**config.mk**
```make
export PLATFORM = sky130hd
export DESIGN_NAME = fifo_wr_arbiter
export DESIGN_NICKNAME = d
export VERILOG_FILES = /design/src/rtl/fifo_wr_arb_pkg.sv /design/src/rtl/fifo_wr_arbiter_picker.sv /design/src/rtl/fifo_wr_arbiter.sv
export SDC_FILE = /design/constraint.sdc
export NUM_CORES = 1
export LEC_CHECK = 0
export BUFFER_PORTS_ARGS = -buffer_cell sky130_fd_sc_hd__buf_4
export CAP_MARGIN = 20
export CORE_AREA = 2 2 71 73
export CTS_CLUSTER_DIAMETER = 200
export CTS_CLUSTER_SIZE = 40
export DETAILED_ROUTE_END_ITERATION = 6
export DIE_AREA = 0 0 73 75
export MAX_ROUTING_LAYER = met4
export PLACE_DENSITY = 0.81
export SYNTH_ARGS = -nofsm -noshare
export SYNTH_HDL_FRONTEND = slang
export SYNTH_SLANG_ARGS = --single-unit
```
**constraint.sdc**
```tcl
create_clock -name clk -period 1.8 [get_ports clk]
set_input_delay 0.36 -clock clk [delete_from_list [all_inputs] [get_ports clk]]
set_output_delay 0.36 -clock clk [all_outputs]
set_load 0.05 [all_outputs]
```
**src/rtl/fifo_wr_arb_pkg.sv**
```systemverilog
// Shared types and helpers for the async_fifo write-port arbiter.
package fifo_wr_arb_pkg;

   typedef enum logic {IDLE, BURST} arb_state_t;

   localparam int unsigned STATS_W = 16;

   // Converts a one-hot vector (up to 16 bits) into its bit index; zero input gives 0.
   function automatic logic [3:0] onehot_to_idx(input logic [15:0] onehot);
      logic [3:0] idx;
      idx = '0;
      for (int i = 0; i < 16; i++) begin
         if (onehot[i]) begin
            idx = idx | 4'(i);
         end
      end
      return idx;
   endfunction

endpackage

```
**src/rtl/fifo_wr_arbiter_picker.sv**
```systemverilog
// Round-robin priority search: first asserted request strictly after rr_last, wrapping.
module rr_priority_picker #(
   parameter  int unsigned NUM_REQ = 4,
   localparam int unsigned IDX_W   = $clog2(NUM_REQ)
) (
   input  logic [NUM_REQ-1:0] req,
   input  logic [IDX_W-1:0]   rr_last,
   output logic [IDX_W-1:0]   pick,
   output logic               any_req
);

   always_comb begin
      int unsigned idx;
      idx  = 0;
      pick = '0;
      // Walk from the farthest candidate back to the nearest so the nearest wins.
      for (int unsigned i = NUM_REQ; i >= 1; i--) begin
         idx = (32'(rr_last) + i) % NUM_REQ;
         if (req[idx]) begin
            pick = IDX_W'(idx);
         end
      end
   end

   assign any_req = |req;

endmodule

```
**src/rtl/fifo_wr_arbiter.sv**
```systemverilog
// Round-robin, burst-bounded arbiter sharing the async_fifo write port among NUM_REQ streams.
// Optional per-requester beat and stall statistics when FIFO_WR_ARB_STATS_EN is defined.
module fifo_wr_arbiter
   import fifo_wr_arb_pkg::*;
#(
   parameter int unsigned DATA_WIDTH = 32,
   parameter int unsigned NUM_REQ    = 4,
   parameter int unsigned MAX_BURST  = 8
) (
   input  logic                          clk,
   input  logic                          reset_n,
   input  logic [NUM_REQ-1:0]            req_valid,
   input  logic [NUM_REQ-1:0]            req_last,
   input  logic [NUM_REQ*DATA_WIDTH-1:0] req_data,
   output logic [NUM_REQ-1:0]            req_ready,
   input  logic                          fifo_full,
   output logic                          fifo_wr_en,
   output logic [DATA_WIDTH-1:0]         fifo_wr_data,
   output logic [NUM_REQ-1:0]            grant,
   output logic                          busy
`ifdef FIFO_WR_ARB_STATS_EN
   ,
   output logic [NUM_REQ*STATS_W-1:0]    beat_count,
   output logic [STATS_W-1:0]            stall_count
`endif
);

   localparam int unsigned IDX_W = $clog2(NUM_REQ);
   localparam int unsigned CNT_W = $clog2(MAX_BURST + 1);

   arb_state_t             state;
   logic [IDX_W-1:0]       rr_last;
   logic [CNT_W-1:0]       beat_cnt;
   logic [IDX_W-1:0]       pick;
   logic                   any_req;
   logic [IDX_W-1:0]       owner;
   logic                   beat;
   logic                   burst_end;
   logic [DATA_WIDTH-1:0]  req_words [NUM_REQ];

   for (genvar i = 0; i < NUM_REQ; i++) begin : g_unpack
      assign req_words[i] = req_data[i*DATA_WIDTH +: DATA_WIDTH];
   end

   rr_priority_picker #(
      .NUM_REQ (NUM_REQ)
   ) u_picker (
      .req     (req_valid),
      .rr_last (rr_last),
      .pick    (pick),
      .any_req (any_req)
   );

   assign owner        = IDX_W'(onehot_to_idx(16'(grant)));
   assign busy         = (state == BURST);
   assign beat         = busy & req_valid[owner] & ~fifo_full;
   assign fifo_wr_en   = beat;
   assign fifo_wr_data = busy ? req_words[owner] : '0;

   always_comb begin
      req_ready        = '0;
      req_ready[owner] = beat;
   end

   // Burst-length exit takes priority over counting so beat_cnt never wraps.
   assign burst_end = (beat & (req_last[owner] | (beat_cnt == CNT_W'(MAX_BURST - 1))))
                    | (busy & ~req_valid[owner]);

   always_ff @(posedge clk or negedge reset_n) begin
      if (!reset_n) begin
         state    <= IDLE;
         grant    <= '0;
         rr_last  <= IDX_W'(NUM_REQ - 1);
         beat_cnt <= '0;
      end else begin
         case (state)
            IDLE: begin
               if (any_req) begin
                  state    <= BURST;
                  grant    <= NUM_REQ'(1) << pick;
                  rr_last  <= pick;
                  beat_cnt <= '0;
               end
            end
            BURST: begin
               if (beat) begin
                  beat_cnt <= beat_cnt + CNT_W'(1);
               end
               if (burst_end) begin
                  state <= IDLE;
                  grant <= '0;
               end
            end
            default: begin
               state <= IDLE;
               grant <= '0;
            end
         endcase
      end
   end

`ifdef FIFO_WR_ARB_STATS_EN
   logic [STATS_W-1:0] per_req_beats [NUM_REQ];
   logic               stall;

   assign stall = busy & req_valid[owner] & fifo_full;

   always_ff @(posedge clk or negedge reset_n) begin
      if (!reset_n) begin
         for (int i = 0; i < NUM_REQ; i++) begin
            per_req_beats[i] <= '0;
         end
         stall_count <= '0;
      end else begin
         for (int i = 0; i < NUM_REQ; i++) begin
            if (beat && (owner == IDX_W'(i)) && (per_req_beats[i] != '1)) begin
               per_req_beats[i] <= per_req_beats[i] + STATS_W'(1);
            end
         end
         if (stall && (stall_count != '1)) begin
            stall_count <= stall_count + STATS_W'(1);
         end
      end
   end

   for (genvar i = 0; i < NUM_REQ; i++) begin : g_stats
      assign beat_count[i*STATS_W +: STATS_W] = per_req_beats[i];
   end
`endif

endmodule

```
==> impl_metrics.toml <==
[flow_run]
maxCapViolations = 0

[setup_path]
endpoint_kind = "output pin"
worst-setup-path-type = "reg -> out"
worstPathMaxFanout = 5
cp.required_ns = 1.44
startpoint_type = "register"
crit_arrival_ns = 1.77

[final_layout]
ff_latch_area_um2 = 282.8
antenna_cells = 0
fillers = 203
multi_input_area_mm2 = 0.001824
drive_above_1_share = 0.8243
syn2layout_area_growth_pct = 170.7
nets = 528

[timing]
clock_skew_ns = 0.002080
fin_crit_sh = 1.183
setup_viol = 36
max_freq_mhz = 469.5
layout_setup_ws_ns = -0.3300
setup-tns-final_ns = -10.32
hold_viol_final = 0
tightest_slew_ns = 0.3794
rsz0062_at_grt = "yes"
final-max-slew-violation-count = 0
period_minus_slack_ns = 2.130
slew_headroom = 0.7444

[floorplan]
core_area_mm2 = 0.004661
dieArea_mm2 = 0.005475
std_cell_rows = 25
initial_core_util = 0.3278
die-width_um = 73
fp.dieH_um = 75
io_pins = 181

[cts]
clkLatencyLatePin_ns = 0.24
cts_tree = "done"
cts-buffers-inserted = 3
ctsHtreeMaxLevel = 1
path_clk_slew_ns = 0.05
clock_sinks = 11
cts_root_buffer = "clkbuf_8"
clockBufferDepth = 2

[drt]
ant_nets = 0
viasPerCell = 6.007
first_iter_violations = 152
detail_route.first_pass.iterations = 4
num_vias = 2649
drc = 0
wl_mm = 10.15
wl_per_cell_um = 23.02

[synth]
synth_top_area_share = 0.3145
ys_ff_latch = 11
synth.most_common_cell = "a22oi_1"
ys_async_sr_fraction = 1.000
syn_nets = 334
synth_ff_type = "dfrtp_1"
synth.distinct_cells = 37
syn_area_mm2 = 0.001528
synth_area_leaders = "a22oi_1 31%, a21boi_0 16%, dfrtp_1 15%, dfstp_2 3.4%, buf_2 3.3%"
seq_area_frac_synth = 0.1818
synthTopCellsByCount = "64 x a22oi_1, 32 x a21boi_0, 11 x clkbuf_1, 10 x buf_2"
synth_edf_count = 0
postSynthAreaPerCell_um2 = 7.875
synthCells = 194
yosys_warnings = 0
yosysTopAreaCell = "a22oi_1"

[grt]
grt_max_degree = 19
grt_usage = 0.3233
grt_pass1_vias = 2707
antenna_found_initial = 0
grt_pass1_wl_mm = 13.29
globalRouteOverflowTotal = 0

[outcome]
outcome = "complete, but fails checks"
violations = "negative setup slack"

[place]
gp_congestion = 0.8826
dp_hpwl_mm = 6.087
placement.io_buffers = 180
dpl_worst_slack_ns = -0.09635

[power]
ir_drop_uv = 1358
powerDensity_mw_per_mm2 = 2010
leakage_nw = 1.870

[min_path]
hp-class = "in -> async"
worst paths after layout:
check / start / endpoint / slack, ns / cells past startpoint
setup / recovery: grant[1]$_DFFE_PN0P_ / req_ready[2] / -0.33 / 6
hold / removal: reset_n / grant[0]$_DFFE_PN0P_ / 0.50 / 2
setup reg to reg: grant[1]$_DFFE_PN0P_ / beat_cnt[3]$_DFFE_PN0P_ / 0.09 / 7
hold reg to reg: beat_cnt[3]$_DFFE_PN0P_ / beat_cnt[3]$_DFFE_PN0P_ / 0.50 / 1
max in group asynchronous: reset_n / rr_last[1]$_DFFE_PN1P_ / 1.08 / 2
min in group clk: beat_cnt[3]$_DFFE_PN0P_ / beat_cnt[3]$_DFFE_PN0P_ / 0.50 / 1
cell families (layout without fill, tap and decap cells):
group / after synthesis / after routing / synth area share
AO/OA/AOI/OAI: 117 / 117 / 0.5717
flip-flops: 11 / 11 / 0.1818
AND/OR/NAND/NOR: 36 / 36 / 0.1368
adder cells (fa/ha/maj): 1 / 1 / 0.008189
multiplexers: 4 / 4 / 0.02621
buffers and inverters: 25 / 218 / 0.07535
per-stage QoR:
stage	total power [W]	std cells	hold slack, ns	cell area, um2	utilization
floorplan	0.004943	194	0.06441	1978	-
global placement	0.006484	428	0.1984	3475	0.7455
detailed placement	0.006560	428	0.2026	3475	0.7455
CTS	0.007714	436	0.4918	3975	0.8529
global route	0.008592	441	0.5003	4135	0.8872
finish	0.008310	441	0.4958	4135	0.8872
critical path, stage by stage (launching register included):
cell	delay [ns]
dfrtp_2	0.45
mux2i_1	0.13
or3_1	0.35
a31o_4	0.27
clkinv_8	0.05
and2_4	0.13
buf_8	0.14
cells in the final DEF (no fill, tap or decap), drive strengths merged, types with 4 or more instances in the layout:
| cell type | n |
|---|---|
| a22oi | 64 |
| a32o | 4 |
| o21ai | 5 |
| dfrtp | 9 |
| clkbuf | 6 |
| nand2 | 9 |
| buf | 207 |
| mux2i | 4 |
| a21boi | 32 |
repair_timing:
action	in CTS	in global routing
hold buffers	1	0
pin swaps	3	18
endpoints found under the setup margin	37	37
buffers inserted	2	3
endpoints found under the hold margin	9	0
resized for setup	92	20
cloned	1	3
routing by layer:
metal  GRT usage  vias up  share of wire
met5           -        -              0
met4      0.1276        0          0.045
met3     0.04150       44          0.075
met2      0.6146      180           0.54
met1      0.3352     1254           0.34
li1            -     1171              -
registers in the layout, summed over array words and instances (netlist names):
register and cells:
rr_last 2, busy 1, beat_cnt 4, grant 4
report_power, final:
group          internal (W)  leakage (nW)  switching (W)  total, W
Clock              0.000153        0.0255       0.000104  0.000257
Combinational       0.00335          1.71        0.00415   0.00750
Sequential         0.000371         0.134       0.000179  0.000550
Total               0.00387          1.87        0.00444   0.00831
layout make-up:
type                            count  share of cell area
Timing Repair Buffer              211              0.4572
Clock inverter                      1            0.001210
Clock buffer                        3            0.009985
Tap cell                           54             0.01634
Inverter                            3            0.005749
Sequential cell                    11             0.06838
Multi-Input combinational cell    158              0.4411
Power figures use the tool's default switching activity.
